<file path="src/rtl/otter_csr_pkg.sv">
// Shared CSR addresses, bit positions and FSM state type for the OTTER
// interrupt / machine-CSR controller.
package otter_csr_pkg;

  localparam logic [11:0] CSR_MSTATUS = 12'h300;
  localparam logic [11:0] CSR_MIE     = 12'h304;
  localparam logic [11:0] CSR_MTVEC   = 12'h305;
  localparam logic [11:0] CSR_MEPC    = 12'h341;
  localparam logic [11:0] CSR_MCAUSE  = 12'h342;
  localparam logic [11:0] CSR_MIP     = 12'h344;

  localparam logic [31:0] MCAUSE_MEXT = 32'h8000000B;

  localparam int MIE_BIT  = 3;
  localparam int MPIE_BIT = 7;
  localparam int MEIE_BIT = 11;

  typedef enum logic [1:0] {
    RUN  = 2'd0,
    TRAP = 2'd1,
    MRET = 2'd2
  } intr_state_t;

  function automatic logic [31:0] word_align(input logic [31:0] v);
    return {v[31:2], 2'b00};
  endfunction

endpackage

</file>
<file path="src/rtl/intr_sync.sv">
// Multi-flop synchroniser for the asynchronous INTR line with optional
// rising-edge detection (1-cycle pulse) or pass-through level output.
module intr_sync #(
  parameter int SYNC_STAGES = 2,
  parameter bit EDGE_TRIG   = 1'b1
) (
  input  logic i_clk,
  input  logic i_rst,
  input  logic i_async,
  output logic o_set
);

  logic [SYNC_STAGES-1:0] r_sync;
  logic                   r_prev;

  always_ff @(posedge i_clk) begin
    if (i_rst) begin
      r_sync <= '0;
      r_prev <= 1'b0;
    end else begin
      r_sync <= {r_sync[SYNC_STAGES-2:0], i_async};
      r_prev <= r_sync[SYNC_STAGES-1];
    end
  end

  assign o_set = EDGE_TRIG ? (r_sync[SYNC_STAGES-1] & ~r_prev) : r_sync[SYNC_STAGES-1];

endmodule

</file>
<file path="src/rtl/otter_intr_csr_ctrl.sv">
// OTTER interrupt controller: pending latch, RUN/TRAP/MRET sequencer and the
// machine CSRs (mstatus, mie, mtvec, mepc, mcause, mip) with their read mux.
module otter_intr_csr_ctrl
  import otter_csr_pkg::*;
#(
  parameter int          SYNC_STAGES = 2,
  parameter bit          EDGE_TRIG   = 1'b1,
  parameter logic [31:0] MTVEC_RST   = 32'h0
) (
  input  logic        CLK,
  input  logic        RST,
  input  logic        INTR,
  input  logic        instr_done,
  input  logic [31:0] pc_next,
  input  logic        mret_req,
  input  logic        csr_we,
  input  logic [11:0] csr_addr,
  input  logic [31:0] csr_wd,
  output logic [31:0] csr_rd,
  output logic        int_taken,
  output logic        mret_exec,
  output logic [31:0] mtvec,
  output logic [31:0] mepc
);

  intr_state_t r_state;
  logic        r_pending;
  logic        r_mie;
  logic        r_mpie;
  logic        r_meie;
  logic [31:0] r_mtvec;
  logic [31:0] r_mepc;
  logic [31:0] r_mcause;
  logic [31:0] r_save_pc;
  logic        w_set;

  intr_sync #(
    .SYNC_STAGES(SYNC_STAGES),
    .EDGE_TRIG  (EDGE_TRIG)
  ) u_sync (
    .i_clk  (CLK),
    .i_rst  (RST),
    .i_async(INTR),
    .o_set  (w_set)
  );

  always_ff @(posedge CLK) begin
    if (RST) begin
      r_state   <= RUN;
      r_pending <= 1'b0;
      r_mie     <= 1'b0;
      r_mpie    <= 1'b0;
      r_meie    <= 1'b0;
      r_mtvec   <= {MTVEC_RST[31:2], 2'b00};
      r_mepc    <= 32'h0;
      r_mcause  <= 32'h0;
      r_save_pc <= 32'h0;
    end else begin
      // A new edge in the same cycle as the TRAP clear must not be lost.
      if (w_set) begin
        r_pending <= 1'b1;
      end else if (!EDGE_TRIG || r_state == TRAP) begin
        r_pending <= 1'b0;
      end

      if (csr_we) begin
        case (csr_addr)
          CSR_MSTATUS: begin
            r_mie  <= csr_wd[MIE_BIT];
            r_mpie <= csr_wd[MPIE_BIT];
          end
          CSR_MIE:    r_meie   <= csr_wd[MEIE_BIT];
          CSR_MTVEC:  r_mtvec  <= word_align(csr_wd);
          CSR_MEPC:   r_mepc   <= word_align(csr_wd);
          CSR_MCAUSE: r_mcause <= csr_wd;
          default: ;
        endcase
      end

      // Trap/mret field updates come after the CSR write so they take precedence.
      case (r_state)
        RUN: begin
          if (instr_done) begin
            if (mret_req) begin
              r_state <= MRET;
            end else if (r_pending && r_mie && r_meie) begin
              r_state   <= TRAP;
              r_save_pc <= pc_next;
            end
          end
        end
        TRAP: begin
          r_mepc   <= word_align(r_save_pc);
          r_mcause <= MCAUSE_MEXT;
          r_mpie   <= r_mie;
          r_mie    <= 1'b0;
          r_state  <= RUN;
        end
        MRET: begin
          r_mie   <= r_mpie;
          r_mpie  <= 1'b1;
          r_state <= RUN;
        end
        default: r_state <= RUN;
      endcase
    end
  end

  always_comb begin
    csr_rd = 32'h0;
    case (csr_addr)
      CSR_MSTATUS: begin
        csr_rd[MIE_BIT]  = r_mie;
        csr_rd[MPIE_BIT] = r_mpie;
      end
      CSR_MIE:    csr_rd[MEIE_BIT] = r_meie;
      CSR_MTVEC:  csr_rd = r_mtvec;
      CSR_MEPC:   csr_rd = r_mepc;
      CSR_MCAUSE: csr_rd = r_mcause;
      CSR_MIP:    csr_rd[MEIE_BIT] = r_pending;
      default:    csr_rd = 32'h0;
    endcase
  end

  assign int_taken = (r_state == TRAP);
  assign mret_exec = (r_state == MRET);
  assign mtvec     = r_mtvec;
  assign mepc      = r_mepc;

endmodule
</file>
<file path="config.mk">
export PLATFORM = sky130hd
export DESIGN_NAME = otter_intr_csr_ctrl
export DESIGN_NICKNAME = d
export VERILOG_FILES = /design/src/rtl/otter_csr_pkg.sv /design/src/rtl/intr_sync.sv /design/src/rtl/otter_intr_csr_ctrl.sv
export SDC_FILE = /design/constraint.sdc
export NUM_CORES = 1
export LEC_CHECK = 0
export ABC_CLOCK_PERIOD_IN_PS = 3300
export BUFFER_PORTS_ARGS = -buffer_cell sky130_fd_sc_hd__buf_2
export CORE_MARGIN = 4
export CORE_UTILIZATION = 45
export DETAILED_ROUTE_END_ITERATION = 6
export PLACE_DENSITY = 0.71
export SYNTH_ARGS = -nofsm -noshare
export SYNTH_HDL_FRONTEND = slang
export SYNTH_HIERARCHICAL = 1
export SYNTH_SLANG_ARGS = --single-unit
</file>
<file path="constraint.sdc">
create_clock -name CLK -period 3.3 [get_ports CLK]
set_input_delay 0.33 -clock CLK [delete_from_list [all_inputs] [get_ports CLK]]
set_output_delay 0.33 -clock CLK [all_outputs]
set_load 0.03 [all_outputs]
</file>
[Yosys cells after proc, flatten, opt, wreduce, memory -nomap -nowiden]
Cells that the tools add are included.
Word-level totals
  output and inout port bits: 98
  word-level logic and storage cells: 67
  register bits after elaboration: 133
  latch bits: 0
  memories kept: 0
  input bits: 82
  memory bits (read-only): 0
  memory bits (writable): 0
Operators by class
  reductions and logical operators: 20
  add/sub/neg operators: 0
  multiplexer cells: 23
  $mul: 0
  eq/ne operators: 8
  $lt $le $gt $ge: 0
  divide/modulo/power cells: 0
  shift-type cells: 0
  bitwise operators: 4
Operator list (count)
  32-bit 2-to-1 mux: 6
  12-bit by 10-bit equality test with 1-bit output (second input constant): 6
  20-bit one-hot mux with 3 select lines: 1
  3-bit one-hot mux with 3 select lines: 3
  2-bit AND reduction: 7
  2-bit nonzero test: 5
  1-bit one-hot mux with 4 select lines: 2
  1-bit 2-to-1 mux: 6
  3-bit nonzero test: 2
  1-bit one-hot mux with 5 select lines: 1
  2-bit 2-to-1 mux: 2
  1-bit one-hot mux with 2 select lines: 2
  4-bit AND reduction: 1
  2-bit OR reduction: 2
  1-bit NOT: 3
  2-bit by 1-bit equality test with 1-bit output (second input constant): 1
  2-bit equality test (second input constant): 1
  1-bit logical AND: 2
  2-bit zero test: 1
  1-bit AND: 1

[Depth between registers and ports, before layout]
  word-level depth: 4
  gate-level depth with buffers: 7
  depth with buffers taken out: 6

[Cells and area by module]
The synthesis kept the hierarchy.
By module, submodules not included
  otter_intr_csr_ctrl: cells an instance 708, times used 1, sequential area each 2562.5 um^2, area each 5919.4 um^2
  intr_sync: cells an instance 7, times used 1, sequential area each 60.1 um^2, area each 87.6 um^2

[Worst setup path before layout]
No wires, ideal clock.
  path type: input port to output port
  start point: in csr_addr[5]
  end point: out csr_rd[7]
  arrival time: 1.980 ns
  stages on the path: 6
  path buffers: 2
  setup slack: 0.990 ns
  required time: 2.970 ns
  cells stage by stage: or3_1 -> buf_6 -> nor4_2 -> clkbuf_1 -> a22oi_1 -> o21ai_1
On the way
  longest elaborated chain between the ends: 2
  elaborated cells between the ends (all ways): 5
  classes of those cells: eq/ne: 4; mux: 1
Ends and longest elaborated chain
  from (decl): RTL line otter_intr_csr_ctrl.sv:17  | input logic [11:0] csr_addr,
  12-bit by 10-bit equality test with 1-bit output: RTL line otter_intr_csr_ctrl.sv:111  | case (csr_addr)
  1-bit one-hot mux with 4 select lines (*): RTL line otter_intr_csr_ctrl.sv:111
  to (decl): RTL line otter_intr_csr_ctrl.sv:19  | output logic [31:0] csr_rd,
Mark *: on every way between the ends. The rest lies on a longest branch, timed or not.

[Final worst setup path]
  start point: in csr_addr[10]
  end point: out csr_rd[18]
On the way
  longest elaborated chain between the ends: 2
  elaborated cells between the ends (all ways): 4
  classes of those cells: eq/ne: 3; mux: 1
Ends and longest elaborated chain (RTL line)
  12-bit by 10-bit equality test with 1-bit output: otter_intr_csr_ctrl.sv:111
  20-bit one-hot mux with 3 select lines (*): otter_intr_csr_ctrl.sv:111
Marks and branches as above.

==> flow_summary.toml <==
[run_status]
outcome = "complete, no violations"

[worst_setup_path]
ff2ff_setup_slack_ns = 1.28
setup.worst_path.class = "in -> out"
path_cells = "buf_2 > nand4bb_1 > nor4_2 > buf_4 > a22oi_1 > nand2_1 > buf_2"
crit_path_frequent_cell = "buf_2"
crit_path_start_kind = "input pin"
worstReg2RegStart = "r_state[0]"
r2r_end = "r_save_pc[6]"
cp_slowest_stage_delay_ns = 0.47
cp.arrival_ns = 2.14
setup.worst_path.end_class = "primary output"
path_max_fanout = 24
slowest_stage = "nand4bb_1"
reg2reg_depth = 5
cp_top_family = "simple AND/OR/NAND/NOR gates"
critPathBufInv = 3
required_ns = 2.97

[finish]
synthToLayoutAreaGrowth_pct = 25.4
drive_gt1_frac = 0.291
nNetsFinal = 951
filler_cell_count = 1216
n_antenna_cell = 0

[min_path]
hold_depth = 2
min_from = "INTR"
holdPathEnd = "u_sync/r_sync[0]"
worstHoldPathType = "in -> reg"

[synth]
seq_area_frac_synth = 0.437
ys_top_cells_by_area = "dfxtp_1, nand2_1, a2111oi_2, a21oi_1, mux2i_1"
ys.flop_type = "dfxtp_1"
synth_edf_count = 0
syn_area_mm2 = 0.00601
syn-mean-instance-area_um2 = 8.40
synth.top_cell.area_share = 0.437
synth_warnings = 6
yosys.area.top_type = "dfxtp_1"
syn-instance-count = 715
async_reset_ff_frac = 0
synth_seq_cells = 131
synth_cell_types = 43

[routing]
drtPass1Iterations = 5
wire_per_inst_um = 16.3
vias = 5482
drt_iter0_markers = 364
wirelength_um = 17100
drc = 0
final_antenna_net_count = 0
viasPerCell = 5.23

[sta]
max_freq_mhz = 405
period_needed_ns = 2.47
maxSlewHeadroom = 0.312
worst_slew_pin_slew_ns = 1.03
hold_violations = 0
slew_viol_final = 0
timing.hold.ws_ns = 0.132
fin_skew_ns = 0.00710
period_share = 0.747
finalSetupTns_ns = 0
setup_viol = 0
rsz0062_at_grt = "false"

[clocking]
cts.htree.levels = 4
cts.sinks = 131
clock_path_buffers = 2
numCtsBuffers = 17
clk_pin_slew_ns = 0.05
cts_setup_buffers = 0
clk_latency_ns = 0.41
postCtsHoldBufs = 0
clock-root-buffer = "clkbuf_16"
cts_tree = "built"
ctsResizeCount = 0

[die]
die_height_um = 124
start_util = 0.468
die-area_mm2 = 0.0153
die_x_um = 124
top_level_ports = 180
core_mm2 = 0.0128
std_cell_rows = 41

[global_route]
grt_pass1_wl_um = 26400
grt_max_degree = 61
antenna_found_initial = 0
grt_pass1_vias = 4962
grt_overflow = 0
grtUsageTotal = 0.225

[placed_design]
portBuffers = 173
place.gp.congestion = 0.799
hpwlAfterDp_um = 11800

[run]
maxCapViolations = 0

[power_and_ir_drop]
power_density_mw_per_mm2 = 504
ir_drop_mv = 0.284
p_leak_nw = 3.02
sequential cells by signal (all words and copies together), names as in the netlist, 2 cells and up:
signal,flops
mepc,30
mtvec,30
r_mcause,32
r_save_pc,30
r_state,2
u_sync/r_sync,2
metrics by stage:
stage,setup slack (ns),power (mW),std cells,util,cell area [um^2]
5_1_grt,0.703,3.92,1048,0.587,7530
3_3_place_gp,0.873,1.93,1019,0.541,6940
4_1_cts,0.828,3.82,1048,0.587,7530
6_report,0.834,3.79,1048,0.587,7530
3_5_place_dp,0.842,1.93,1019,0.541,6940
2_1_floorplan,0.990,1.82,718,-,6020
final cells by class:
type	count	area, um^2	share of cell area
inverter	32	120	0.0159
timing repair buffer	190	996	0.132
tap	172	215	0.0286
clock inverter	5	100	0.0133
multi-input combinational	494	2990	0.397
sequential	131	2620	0.348
clock buffer	24	492	0.0653
metal layers:
metal | share of wire | GRT usage
met5 | 0 | 0
met4 | 0.019 | 0.0810
met3 | 0.057 | 0.0453
met2 | 0.45 | 0.338
met1 | 0.47 | 0.320
report_power, final:
| part | switching (mW) | total [mW] | leakage, nW | internal, mW |
|---|---|---|---|---|
| logic | 0.174 | 0.272 | 1.67 | 0.0978 |
| registers | 0.0216 | 1.63 | 1.06 | 1.61 |
| clock network | 0.638 | 1.89 | 0.292 | 1.25 |
worst register-to-register path, stage by stage, from the launching register on:
cell and delay (ns):
dfxtp_1 0.34, inv_1 0.09, ha_1 0.19, and4b_1 0.89, nand2_1 0.24, a21oi_1 0.18
synthesized netlist by cell type, types with 2 or more instances:
| master | number |
|---|---|
| a31oi_1 | 2 |
| or2_2 | 2 |
| and2_1 | 2 |
| clkbuf_1 | 40 |
| nor4bb_1 | 2 |
| nand2b_1 | 5 |
| buf_2 | 6 |
| nand4_1 | 2 |
| buf_6 | 8 |
| nor4_4 | 2 |
| inv_1 | 32 |
| nand3b_1 | 2 |
| a22oi_1 | 31 |
| nor4_1 | 4 |
| and3_1 | 2 |
| a21oi_1 | 65 |
| dfxtp_1 | 131 |
| nor2_1 | 38 |
| nand2_1 | 179 |
| o21ai_0 | 3 |
| ha_1 | 3 |
| buf_4 | 5 |
| buf_1 | 2 |
| a211oi_1 | 4 |
| or3_1 | 2 |
| nor2b_1 | 4 |
| mux2i_1 | 31 |
| nor3_1 | 35 |
| a2111oi_2 | 30 |
| nor3b_1 | 28 |
logic make-up after synthesis:
group                    after synthesis  share of synthesized area
AND/OR/NAND/NOR                      317                      0.250
flip-flops                           131                      0.437
AO/OA/AOI/OAI                        139                      0.182
other                                  1                   0.000624
multiplexers                          31                     0.0517
buffers and inverters                 93                     0.0725
adder cells (fa/ha/maj)                3                    0.00625
cell usage in the layout, fill, tap and decap left out, drive strengths merged, types with 3 or more instances in the layout:
master   synthesis  final
a2111oi         30     30
conb             1      4
dfxtp          131    131
bufinv           0      3
nand2          179    179
a21oi           65     65
a22oi           31     31
nand2b           5      5
nor2            38     38
inv             32     32
nor2b            5      5
nor3            35     35
a211oi           4      4
buf             21    190
nor3b           28     28
o21ai            4      4
mux2i           31     31
nor4             7      7
ha               3      3
clkbuf          40     24
how the worst max path moves through the flow:
stage / start / to / slack (ns) / cells past startpoint
3_5_place_dp: csr_addr[10] / csr_rd[15] / 0.84 / 7
6_report: csr_addr[10] / csr_rd[18] / 0.83 / 7
5_1_grt: csr_addr[10] / csr_rd[27] / 0.70 / 7
4_1_cts: csr_addr[10] / csr_rd[15] / 0.83 / 7
2_1_floorplan: csr_addr[5] / csr_rd[7] / 0.99 / 6
3_3_place_gp: csr_addr[10] / csr_rd[15] / 0.87 / 7
No activity file was read; power rests on OpenSTA's default activity.
